## src/rtl/tx_queue_pkg.sv

```systemverilog
// Shared definitions for the UART transmit byte queue.
// Holds the default queue depth and the launch-sequencer state encoding.
// Imported by byte_fifo and tx_byte_queue.
package tx_queue_pkg;

    localparam int TXQ_DEPTH_DEFAULT = 16;

    typedef enum logic [2:0] {
        ST_IDLE      = 3'd0,
        ST_LAUNCH    = 3'd1,
        ST_WAIT_ACT  = 3'd2,
        ST_WAIT_DONE = 3'd3,
        ST_WAIT_CLR  = 3'd4
    } txq_state_e;

endpackage

```

## src/rtl/byte_fifo.sv

```systemverilog
// Circular byte buffer: DEPTH entries, head visible on dout_o with no read latency.
// Ports: clk_i/rst_ni, push_i/din_i (write), pop_i (drop head), dout_o (head),
//        full_o/empty_o/count_o (occupancy). A push while full only lands if a pop
//        happens in the same cycle; otherwise it is silently dropped.
module byte_fifo
    import tx_queue_pkg::*;
#(
    parameter int DEPTH = TXQ_DEPTH_DEFAULT
) (
    input  logic                     clk_i,
    input  logic                     rst_ni,
    input  logic                     push_i,
    input  logic [7:0]               din_i,
    input  logic                     pop_i,
    output logic [7:0]               dout_o,
    output logic                     full_o,
    output logic                     empty_o,
    output logic [$clog2(DEPTH):0]   count_o
);

    localparam int AW = $clog2(DEPTH);
    localparam int CW = AW + 1;

    logic [7:0]    mem_q [DEPTH];
    logic [AW-1:0] wr_ptr_q, wr_ptr_d;
    logic [AW-1:0] rd_ptr_q, rd_ptr_d;
    logic [CW-1:0] count_q,  count_d;
    logic          do_push, do_pop;

    assign full_o  = (count_q == CW'(DEPTH));
    assign empty_o = (count_q == '0);
    assign count_o = count_q;
    assign dout_o  = mem_q[rd_ptr_q];

    // A same-cycle pop frees the head slot, so a push is still taken when full.
    assign do_pop  = pop_i && !empty_o;
    assign do_push = push_i && (!full_o || do_pop);

    // DEPTH is a power of two, so the natural AW-bit rollover is the wrap.
    always_comb begin
        wr_ptr_d = wr_ptr_q;
        rd_ptr_d = rd_ptr_q;
        count_d  = count_q;
        if (do_push) wr_ptr_d = wr_ptr_q + AW'(1);
        if (do_pop)  rd_ptr_d = rd_ptr_q + AW'(1);
        case ({do_push, do_pop})
            2'b10:   count_d = count_q + CW'(1);
            2'b01:   count_d = count_q - CW'(1);
            default: count_d = count_q;
        endcase
    end

    always_ff @(posedge clk_i or negedge rst_ni) begin
        if (!rst_ni) begin
            wr_ptr_q <= '0;
            rd_ptr_q <= '0;
            count_q  <= '0;
        end else begin
            wr_ptr_q <= wr_ptr_d;
            rd_ptr_q <= rd_ptr_d;
            count_q  <= count_d;
        end
    end

    // Storage carries no reset; occupancy alone decides what is valid.
    always_ff @(posedge clk_i) begin
        if (do_push) mem_q[wr_ptr_q] <= din_i;
    end

endmodule

```

## src/rtl/tx_byte_queue.sv

```systemverilog
// Byte queue feeding a UART transmitter: buffers producer bytes and launches one
// byte per Tx_DV pulse, waiting for the transmitter's Active/Done handshake to
// complete (Done risen and fallen) before the next launch.
// Ports: Clk/Rst_n; In_Valid/In_Byte/In_Ready producer side; Tx_DV/Tx_Byte out,
//        Tx_Active/Tx_Done in (transmitter side); Count/Empty occupancy.
// Build option: define TX_QUEUE_OVF_EN to add the sticky Overflow output.
module tx_byte_queue
    import tx_queue_pkg::*;
#(
    parameter int DEPTH = TXQ_DEPTH_DEFAULT
) (
    input  logic                     Clk,
    input  logic                     Rst_n,
    input  logic                     In_Valid,
    input  logic [7:0]               In_Byte,
    output logic                     In_Ready,
    output logic                     Tx_DV,
    output logic [7:0]               Tx_Byte,
    input  logic                     Tx_Active,
    input  logic                     Tx_Done,
    output logic [$clog2(DEPTH):0]   Count,
    output logic                     Empty
`ifdef TX_QUEUE_OVF_EN
    ,
    output logic                     Overflow
`endif
);

    txq_state_e state_q, state_d;
    logic [7:0] tx_byte_q, tx_byte_d;
    logic [7:0] fifo_head;
    logic       fifo_full;
    logic       fifo_empty;
    logic       fifo_pop;

    byte_fifo #(
        .DEPTH (DEPTH)
    ) u_fifo (
        .clk_i   (Clk),
        .rst_ni  (Rst_n),
        .push_i  (In_Valid),
        .din_i   (In_Byte),
        .pop_i   (fifo_pop),
        .dout_o  (fifo_head),
        .full_o  (fifo_full),
        .empty_o (fifo_empty),
        .count_o (Count)
    );

    assign Empty    = fifo_empty;
    assign In_Ready = !fifo_full;
    assign Tx_DV    = (state_q == ST_LAUNCH);
    assign Tx_Byte  = tx_byte_q;

    // The byte register is loaded on the IDLE->LAUNCH edge so that Tx_Byte
    // already shows the head entry during the Tx_DV cycle; the pop in LAUNCH
    // then retires that same entry.
    always_comb begin
        state_d   = state_q;
        tx_byte_d = tx_byte_q;
        fifo_pop  = 1'b0;
        case (state_q)
            ST_IDLE: begin
                // Also guards a transmitter that kept running through our reset.
                if (!fifo_empty && !Tx_Active && !Tx_Done) begin
                    state_d   = ST_LAUNCH;
                    tx_byte_d = fifo_head;
                end
            end
            ST_LAUNCH: begin
                fifo_pop = 1'b1;
                state_d  = ST_WAIT_ACT;
            end
            ST_WAIT_ACT: begin
                if (Tx_Active) state_d = ST_WAIT_DONE;
            end
            ST_WAIT_DONE: begin
                if (Tx_Done) state_d = ST_WAIT_CLR;
            end
            ST_WAIT_CLR: begin
                // Done may be held for several cycles; wait for it to drop.
                if (!Tx_Done) state_d = ST_IDLE;
            end
            default: state_d = ST_IDLE;
        endcase
    end

    always_ff @(posedge Clk or negedge Rst_n) begin
        if (!Rst_n) begin
            state_q   <= ST_IDLE;
            tx_byte_q <= 8'h00;
        end else begin
            state_q   <= state_d;
            tx_byte_q <= tx_byte_d;
        end
    end

`ifdef TX_QUEUE_OVF_EN
    logic ovf_q;

    // A write is lost only when full and the launcher is not popping this cycle.
    always_ff @(posedge Clk or negedge Rst_n) begin
        if (!Rst_n) begin
            ovf_q <= 1'b0;
        end else if (In_Valid && fifo_full && !fifo_pop) begin
            ovf_q <= 1'b1;
        end
    end

    assign Overflow = ovf_q;
`endif

endmodule

```

## config.mk

```make
export PLATFORM = sky130hd
export DESIGN_NAME = tx_byte_queue
export DESIGN_NICKNAME = d
export VERILOG_FILES = /design/src/rtl/tx_queue_pkg.sv /design/src/rtl/byte_fifo.sv /design/src/rtl/tx_byte_queue.sv
export SDC_FILE = /design/constraint.sdc
export NUM_CORES = 1
export LEC_CHECK = 0
export CAP_MARGIN = 0
export CORE_ASPECT_RATIO = 1.4
export CORE_UTILIZATION = 60
export DETAILED_ROUTE_END_ITERATION = 6
export GPL_ROUTABILITY_DRIVEN = 1
export PLACE_DENSITY = 0.81
export SKIP_CTS_REPAIR_TIMING = 1
export SLEW_MARGIN = 20
export SYNTH_ARGS = -nofsm -noshare
export SYNTH_HDL_FRONTEND = slang
export SYNTH_SLANG_ARGS = --single-unit
```

## constraint.sdc

```tcl
create_clock -name Clk -period 6.8 [get_ports Clk]
set_input_delay 2.04 -clock Clk [delete_from_list [all_inputs] [get_ports Clk]]
set_output_delay 2.04 -clock Clk [all_outputs]
set_load 0.01 [all_outputs]
```

==> results of run 1 <==
power groups by stage:
stage / sequential, mW / combinational (mW) / clock (mW)
after floorplan: 1.27 / 0.592 / 0
after global placement: 1.32 / 0.775 / 0
after detailed placement: 1.33 / 0.802 / 0
after CTS: 1.31 / 0.815 / 0.976
after global routing: 1.33 / 0.878 / 1.02
final: 1.31 / 0.803 / 0.972
cell type report:
type                            count  area share
Clock buffer                       18      0.0597
Clock inverter                     14      0.0259
Inverter                           11     0.00574
Multi-Input combinational cell    150       0.228
Sequential cell                   152       0.618
Tap cell                          135      0.0235
Timing Repair Buffer               29      0.0393
final timing paths:
kind,start,to,slack [ns],cells after the start
max,u_fifo.count_o[2]$_DFFE_PN0P_,Empty,2.53,3
min,u_fifo.wr_ptr_q[3]$_DFFE_PN0P_,u_fifo.wr_ptr_q[3]$_DFFE_PN0P_,0.57,1
max reg2reg,state_q[1]$_DFFE_PN0P_,u_fifo.count_o[4]$_DFFE_PN0P_,3.77,9
min reg2reg,u_fifo.wr_ptr_q[3]$_DFFE_PN0P_,u_fifo.wr_ptr_q[3]$_DFFE_PN0P_,0.57,1
max in group asynchronous,Rst_n,u_fifo.rd_ptr_q[2]$_DFFE_PN0P_,4.81,1
min in group asynchronous,Rst_n,Tx_Byte[3]$_DFFE_PN0P_,1.60,1
critical path, delay by kind of cell, from the launching register on:
family,cells,cell delay [ns]
buffers and inverters,1,0.54
flip-flops,1,0.50
AND/OR/NAND/NOR,2,0.79
placed cells by master, fill, tap and decap left out, types with 3 or more instances in the layout:
master and count:
edfxtp_1 128, mux4_2 32, clkdlybuf4s50_1 27, dfrtp_1 22, clkbuf_16 17, nor2_1 14, and2_1 13, inv_1 11
ha_1 9, o22ai_1 8, mux2i_1 8, xnor2_1 7, o21ai_0 6, a221oi_1 6, nand2_1 5, a21oi_1 4
xor2_1 4, inv_6 4, inv_8 3, bufinv_16 3
flip-flops by register name, indices dropped and copies added, names as in the netlist:
signal	flops
Tx_Byte	8
state_q	3
u_fifo.count_o	5
u_fifo.mem_q	128
u_fifo.rd_ptr_q	4
u_fifo.wr_ptr_q	4
stage by stage:
step                utilization  total power, mW  cell area, um2
floorplan                     -             1.86            6210
global placement          0.658             2.09            6580
detailed placement        0.658             2.13            6580
CTS                       0.719             3.10            7200
global route              0.719             3.22            7190
finish                    0.719             3.08            7190
cell usage after synthesis, types with 2 or more instances:
| master | instances |
|---|---|
| buf_2 | 5 |
| and2_1 | 13 |
| o22ai_1 | 8 |
| and3b_1 | 2 |
| a21oi_1 | 4 |
| nand2b_1 | 2 |
| a221oi_1 | 6 |
| or3b_2 | 2 |
| nor2b_1 | 2 |
| dfrtp_1 | 24 |
| nand4_1 | 2 |
| mux4_2 | 32 |
| buf_6 | 2 |
| xnor2_1 | 7 |
| nand3b_1 | 2 |
| mux2_2 | 2 |
| nor2_1 | 14 |
| nand2_1 | 5 |
| o21ai_0 | 6 |
| clkbuf_1 | 5 |
| xor2_1 | 4 |
| mux2i_1 | 8 |
| inv_1 | 11 |
| a221oi_2 | 2 |
| edfxtp_1 | 128 |
| buf_1 | 2 |
| a31oi_1 | 2 |
| ha_1 | 9 |
cell families (layout without fill, tap and decap cells):
family          Yosys count  count (layout)
simple gates             52              52
xor+xnor                 11              11
buf+inv                  27              72
mux                      42              42
flops                   152             152
fa+ha+maj                 9               9
compound gates           36              36
metal layers:
| layer | vias to the layer above | routed length [um] | GRT usage |
|---|---|---|---|
| met2 | 89 | 6300 | 0.412 |
| met3 | 14 | 484 | 0.0538 |
| met4 | 0 | 189 | 0.103 |
| met5 | - | 0 | 0 |
| li1 | 1375 | - | - |
| met1 | 1599 | 4640 | 0.297 |
==> summary.txt, run 1 <==
Outcome: finished, final reports clean
Cell Rows: 43
Critical path's slowest cell: nor4_4
Post-synthesis simple-gate area fraction: 0.0516
Layout cell share with drive strength beyond 1: 0.211
Core area: 10000 um2
CTS tree: built
Main area contributors after synthesis: edfxtp_1, mux4_2, dfrtp_1
Cts bufs inserted: 17
Chip Width: 88.0 um
Clock-pin slew on the worst setup and hold paths: 0.06 ns
Post-synth cell types: 46
Fin cells: 509
Final Hold Vio Count: 0
VDD IR max: 0.222 mV
Ys async rst share: 0.158
Largest family of logic cells by synthesized area: multiplexers
Clk sinks: 152
GPL Wtd Cong: 0.750
Slew Limit Fails: 0
Sum Neg Setup Slack: 0 ns
Antenna viol nets, final: 0
Clock Skew: 0.0103 ns
Footprint of the multi-input gates: 1640 um2
Maximum fanout along the worst path: 8
Critical path class: register to output port
Final period utilization: 0.628
Internal power: 2.16 mW
Yosys warns: 0
Total die area: 10800 um2
Grt total ovfl: 0
Via density: 6.05
Biggest area consumer among synthesized cells: edfxtp_1
DPL Wire Length: 7320 um
Slew HR: 0.424
#FFs+latches synth: 152
Register area share after synthesis: 0.716
Hold/Removal Path Class: register to register
Final WL: 11600 um
Number of flops mapped to enable cells by yosys: 128
Drt first pass iters: 4
CTS H-tree lvls: 4
Largest net degree at the start of global routing: 35
P&R area growth vs syn: 15.8%
Psw: 0.925 mW
Final net count: 383
Post-synth top area share: 0.619
Synthesized Nets: 351
Inst Count DP: 477
Synth Area in XOR/XNOR: 0.0155
CP Capture Type: output port
Post-synthesis compound-gate area fraction: 0.0459
I/O Buffers: 28
Die Y: 122 um
Diodes inserted: 0
Wire per inst: 22.8 um
Critical path arrival: 2.23 ns
MaxCap Viol Count: 0
Clock Tree Buf Depth: 2
Number of global-route vias before repair: 3246
RSZ-0062 raised after global routing: no
Critical path launch point type: register
Gr usage total: 0.242
FF/Latch Area: 4450 um2
Pleak: 2.44 nW
Adder-Cell Fraction of Synth Area: 0.0181
Crit-path cells: nor4_4 > and2_1 > clkdlybuf4s50_1
FMAX: 0.234 GHz
Worst slack at placement: 2.35 ns
CP required: 4.76 ns
I/O Pins: 29
Switching Fraction: 0.300
Final min period: 4.27 ns
Fillers: 622
First-pass GRT wire length: 17900 um
DRT iter0 DRCs: 175
Clock network latency to the later pin of the worst-skew pair: 0.41 ns
Clock share of power: 0.315
DRC violations left: 0
Initial antenna violation count: 0
CTS Root Cell: clkbuf_16
Mux cell area share after synthesis: 0.133
PwrDens: 429 nW/um2
Combinational share of power: 0.260
Gate Count Post-Synth: 329
Sequential power share: 0.425
Critical Path Max Stage Delay: 0.57 ns
Final Setup Violations: 0
Hold slack: 0.567 ns
Synthesized area per cell: 18.9 um2
Mapped Area: 6210 um2
Vias post-DR: 3077
Setup WS post-layout: 2.53 ns
Starting Density: 0.621
Tightest Pin Transition: 0.861 ns
Prevailing post-synth register cell: edfxtp_1
Power figures use the tool's default switching activity.
==> run 2, diff against run 1 <==
- clock period: 6.8 -> 4 ns (I/O delays scaled with it)
==> summary.txt, run 2 (synthesis gave the netlist of run 1 again) <==
Outcome: finished, final reports clean (unchanged)
Largest Register: u_fifo.mem_q (unchanged)
Grt total ovfl: 0 (unchanged)
Cell Rows: 43 (unchanged)
Clock Skew: 0.00706 ns (was 0.0103 ns)
Gr usage total: 0.247 (was 0.242)
Clk sinks: 152 (unchanged)
Crit-path cells: nor4_4 > and2_1 > clkdlybuf4s50_1 (unchanged)
Vias post-DR: 3162 (was 3077)
Clock Tree Buf Depth: 2 (unchanged)
I/O Pins: 29 (unchanged)
Psw: 1.66 mW (was 0.925 mW)
Clock share of power: 0.303 (was 0.315)
CTS H-tree lvls: 4 (unchanged)
Layout cell share with drive strength beyond 1: 0.229 (was 0.211)
Final period utilization: 0.850
Largest net degree at the start of global routing: 34 (was 35)
Sequential power share: 0.445 (was 0.425)
Fillers: 595 (was 622)
Max reg flops: 128 (unchanged)
CP required: 2.80 ns (was 4.76 ns)
GPL Wtd Cong: 0.756 (was 0.750)
Combinational share of power: 0.251 (was 0.260)
I/O Buffers: 28 (unchanged)
Wire per inst: 22.7 um (was 22.8 um)
Cts bufs inserted: 17 (unchanged)
Critical Path Max Stage Delay: 0.54 ns (was 0.57 ns)
Critical path launch point type: register (unchanged)
CP Capture Type: output port (unchanged)
DRT iter0 DRCs: 218 (was 175)
Maximum fanout along the worst path: 8 (unchanged)
Final Hold Vio Count: 0 (unchanged)
P&R area growth vs syn: 16.4% (was 15.8%)
RSZ-0062 raised after global routing: no (unchanged)
Sum Neg Setup Slack: 0 ns (unchanged)
Critical path arrival: 2.20 ns (was 2.23 ns)
Worst slack at placement: 0.395 ns (was 2.35 ns)
Hold slack: 0.563 ns (was 0.567 ns)
Final WL: 11700 um (was 11600 um)
Footprint of the multi-input gates: 1640 um2 (unchanged)
Internal power: 3.53 mW (was 2.16 mW)
Number of global-route vias before repair: 3298 (was 3246)
Via density: 6.14 (was 6.05)
Top delay family on crit path: simple AND/OR/NAND/NOR gates (unchanged)
PwrDens: 718 nW/um2 (was 429 nW/um2)
Switching Fraction: 0.319 (was 0.300)
Pleak: 2.47 nW (was 2.44 nW)
DRC violations left: 0 (unchanged)
Commonest non-fill, non-tap cell in the layout: edfxtp_1 (unchanged)
Hold/Removal Path Class: register to register (unchanged)
VDD IR max: 0.412 mV (was 0.222 mV)
First-pass GRT wire length: 18300 um (was 17900 um)
Setup WS post-layout: 0.599 ns (was 2.53 ns)
CTS Root Cell: clkbuf_16 (unchanged)
Slew HR: 0.365 (was 0.424)
Starting Density: 0.621 (unchanged)
Final min period: 3.40 ns
Final net count: 389 (was 383)
Final Setup Violations: 0 (unchanged)
Antenna viol nets, final: 0 (unchanged)
Initial antenna violation count: 0 (unchanged)
Final core utilization: 0.722 (was 0.719)
FMAX: 0.294 GHz
Clock network latency to the later pin of the worst-skew pair: 0.42 ns (was 0.41 ns)
Fin cells: 515 (was 509)
Diodes inserted: 0 (unchanged)
CTS tree: built (unchanged)
DPL Wire Length: 7330 um (was 7320 um)
Total die area: 10800 um2 (unchanged)
Tightest Pin Transition: 0.953 ns (was 0.861 ns)
Most frequent cells in the layout: edfxtp_1, mux4_2, clkdlybuf4s50_1, dfrtp_1, clkbuf_16 (unchanged)
Slew Limit Fails: 0 (unchanged)
Clock-pin slew on the worst setup and hold paths: 0.07 ns (was 0.06 ns)
Die Y: 122 um (unchanged)
Worst Path Buf+Inv: 1 (unchanged)
Chip Width: 88.0 um (unchanged)
Drt first pass iters: 4 (unchanged)
Inst Count DP: 483 (was 477)
Core area: 10000 um2 (unchanged)
Critical path's slowest cell: nor4_4 (unchanged)
FF/Latch Area: 4450 um2 (unchanged)
MaxCap Viol Count: 0 (unchanged)
Critical path class: register to output port (unchanged)
==> run 2: worst paths after layout <==
check | startpoint | to | slack [ns] | cells past startpoint
worst min register to register | u_fifo.wr_ptr_q[3]$_DFFE_PN0P_ | u_fifo.wr_ptr_q[3]$_DFFE_PN0P_ | 0.56 | 1
min in group asynchronous | Rst_n | u_fifo.count_o[3]$_DFFE_PN0P_ | 0.75 | 1
worst min-delay path | u_fifo.wr_ptr_q[3]$_DFFE_PN0P_ | u_fifo.wr_ptr_q[3]$_DFFE_PN0P_ | 0.56 | 1
max in group asynchronous | Rst_n | u_fifo.rd_ptr_q[2]$_DFFE_PN0P_ | 2.88 | 1
worst max register to register | state_q[0]$_DFFE_PN0P_ | u_fifo.count_o[4]$_DFFE_PN0P_ | 1.03 | 10
worst max-delay path | u_fifo.count_o[2]$_DFFE_PN0P_ | Empty | 0.60 | 3
==> run 2: area by class of cell <==
cell class | count | area share
inverter | 11 | 0.00571
clock buffer | 17 | 0.0589
sequential | 152 | 0.615
timing repair buffer | 35 | 0.0454
tap | 135 | 0.0234
multi-input combinational | 150 | 0.227
clock inverter | 15 | 0.0246
==> run 2: layer usage <==
layer  track usage  up-vias  wire (um)
li1              -     1389          -
met1         0.298     1636       4490
met2         0.410      107       6230
met3        0.0740       30        611
met4         0.110        0        358
met5             0        -          0
==> run 2: through the flow <==
| step | power (mW) | cell area [um2] |
|---|---|---|
| after floorplan | 3.16 | 6210 |
| after global placement | 3.57 | 6630 |
| after detailed placement | 3.63 | 6630 |
| after CTS | 5.22 | 7230 |
| after global routing | 5.42 | 7230 |
| final | 5.19 | 7230 |
==> run 2: power by group through the flow <==
stage,logic [mW],registers (mW),clock network [mW]
floorplan,1.01,2.16,0
global placement,1.25,2.32,0
detailed placement,1.29,2.34,0
CTS,1.32,2.31,1.59
global route,1.43,2.35,1.65
finish,1.30,2.31,1.57
==> run 3, diff against run 2 <==
--- a/config.mk
+++ b/config.mk
@@ -8,7 +8,7 @@
 export CAP_MARGIN = 0
-export CORE_ASPECT_RATIO = 1.4
-export CORE_UTILIZATION = 60
+export CORE_ASPECT_RATIO = 0.8
+export CORE_UTILIZATION = 45
 export DETAILED_ROUTE_END_ITERATION = 6
 export GPL_ROUTABILITY_DRIVEN = 1
-export PLACE_DENSITY = 0.81
+export PLACE_DENSITY = 0.64
 export SKIP_CTS_REPAIR_TIMING = 1
--- a/constraint.sdc
+++ b/constraint.sdc
@@ -3,2 +3,2 @@
 set_output_delay 1.2 -clock Clk [all_outputs]
-set_load 0.01 [all_outputs]
+set_load 0.02 [all_outputs]
==> summary.txt, run 3 (synthesis gave the netlist of run 1 again) <==
Clock network latency to the later pin of the worst-skew pair: 0.42 ns (about the same)
CP required: 2.80 ns (about the same)
Total die area: 14300 um2 (was 10800 um2)
Critical Path Max Stage Delay: 0.60 ns (was 0.54 ns)
FMAX: 0.287 GHz (was 0.294 GHz)
Worst r2r path cells: 9 (was 10)
Final WL: 11900 um (was 11700 um)
RSZ-0062 raised after global routing: no (unchanged)
Critical path arrival: 2.29 ns (was 2.20 ns)
DRC violations left: 0 (unchanged)
Commonest non-fill, non-tap cell in the layout: edfxtp_1 (unchanged)
Most frequent cells in the layout: edfxtp_1, mux4_2, clkdlybuf4s50_1, dfrtp_1, clkbuf_16 (unchanged)
FF-to-FF Start: state_q[0]$_DFFE_PN0P_ (unchanged)
Max reg flops: 128 (unchanged)
VDD IR max: 0.359 mV (was 0.412 mV)
GPL Wtd Cong: 0.807 (was 0.756)
Drt first pass iters: 4 (unchanged)
I/O Buffers: 28 (unchanged)
WHS Path Cells: 1 (unchanged)
Outcome: finished, final reports clean (unchanged)
CTS tree: built (unchanged)
Hold_sp: state_q[2]$_DFFE_PN0P_ (was u_fifo.wr_ptr_q[3]$_DFFE_PN0P_)
Via density: 5.54 (was 6.14)
Core area: 13100 um2 (was 10000 um2)
PwrDens: 719 nW/um2 (was 718 nW/um2)
CTS Root Cell: clkbuf_16 (unchanged)
Grt total ovfl: 0 (unchanged)
Final period utilization: 0.872 (was 0.850)
Antenna viol nets, final: 0 (unchanged)
Register-to-register setup slack: 1.04 ns (was 1.03 ns)
Top delay family on crit path: simple AND/OR/NAND/NOR gates (unchanged)
Slew Limit Fails: 0 (unchanged)
Final Setup Violations: 0 (unchanged)
Cts bufs inserted: 17 (unchanged)
Sum Neg Setup Slack: 0 ns (unchanged)
Gr usage total: 0.186 (was 0.247)
CP Launch Point: u_fifo.count_o[2]$_DFFE_PN0P_ (unchanged)
DPL Wire Length: 7550 um (was 7330 um)
Tightest Pin Transition: 0.666 ns (was 0.953 ns)
CTS H-tree lvls: 4 (unchanged)
CP Capture Type: output port (unchanged)
Wire per inst: 21.4 um (was 22.7 um)
Critical path class: register to output port (unchanged)
First-pass GRT wire length: 18900 um (was 18300 um)
Pleak: 2.45 nW (was 2.47 nW)
DRT iter0 DRCs: 234 (was 218)
Clock Skew: 0.00732 ns (was 0.00706 ns)
Clock Tree Buf Depth: 2 (unchanged)
Worst Path Buf+Inv: 1 (unchanged)
Crit-path cells: nor4_4 > and2_1 > clkdlybuf4s50_1 (unchanged)
Hold/Removal Path Class: register to register (unchanged)
Vias post-DR: 3070 (was 3162)
Cell Rows: 37 (was 43)
Critical path launch point type: register (unchanged)
Layout cell share with drive strength beyond 1: 0.216 (was 0.229)
I/O Pins: 29 (unchanged)
Final Hold Vio Count: 0 (unchanged)
Fillers: 1041 (was 595)
Critical path's slowest cell: clkdlybuf4s50_1 (was nor4_4)
MaxCap Viol Count: 0 (unchanged)
Chip Width: 133 um (was 88.0 um)
Initial antenna violation count: 0 (unchanged)
Reg2reg end: u_fifo.count_o[4]$_DFFE_PN0P_ (unchanged)
Clk sinks: 152 (unchanged)
Starting Density: 0.472 (was 0.621)
Final min period: 3.49 ns (was 3.40 ns)
Hold Path Sink: state_q[0]$_DFFE_PN0P_ (was u_fifo.wr_ptr_q[3]$_DFFE_PN0P_)
Slew HR: 0.556 (was 0.365)
Final net count: 389 (unchanged)
Maximum fanout along the worst path: 8 (unchanged)
P&R area growth vs syn: 16.5% (was 16.4%)
Largest net degree at the start of global routing: 34 (unchanged)
Die Y: 107 um (was 122 um)
Hold slack: 0.562 ns (was 0.563 ns)
Clock-pin slew on the worst setup and hold paths: 0.06 ns (was 0.07 ns)
Diodes inserted: 0 (unchanged)
Number of global-route vias before repair: 3286 (was 3298)
Largest Register: u_fifo.mem_q (unchanged)
## run 3: per-layer routing
metal	up-vias	global-route usage	routed length, um
met4	0	0.0576	102
met3	11	0.0506	458
met1	1617	0.265	5710
li1	1379	-	-
met5	-	0	0
met2	63	0.282	5590
## run 3: how the worst max path moves through the flow
stage                     cells past startpoint  slack (ns)                       endpoint
after global placement                       11        0.47  u_fifo.count_o[4]$_DFFE_PN0P_
final                                         3        0.51                          Empty
after global routing                          3        0.40                          Empty
after floorplan                              11        1.00  u_fifo.count_o[4]$_DFFE_PN0P_
after CTS                                     3        0.50                          Empty
after detailed placement                     11        0.40  u_fifo.count_o[4]$_DFFE_PN0P_
## run 3: per-stage QoR
step | cells | setup WS, ns | instance area, um2 | power (mW) | util
floorplan | 329 | 1.00 | 6210 | 3.22 | -
global route | 554 | 0.399 | 7230 | 5.45 | 0.550
global placement | 523 | 0.474 | 6680 | 3.67 | 0.508
detailed placement | 523 | 0.403 | 6670 | 3.71 | 0.507
CTS | 554 | 0.502 | 7230 | 5.25 | 0.550
finish | 554 | 0.513 | 7230 | 5.20 | 0.550
## run 3: area by class of cell
cell class              count  area (um2)  share of cell area
flip-flops and latches    152        4450               0.615
multi-input cells         150        1640               0.226
clock buffers              19         433              0.0599
repair buffers             35         328              0.0453
well taps                 175         219              0.0303
clock inverters            12         128              0.0176
inverters                  11        41.3             0.00571
## run 3: power by group
part           switching (mW)  total [mW]  internal, mW  leakage (nW)
logic                   0.724        1.43         0.704         0.745
clock network           0.616        1.53         0.913         0.267
registers               0.267        2.24          1.97          1.43
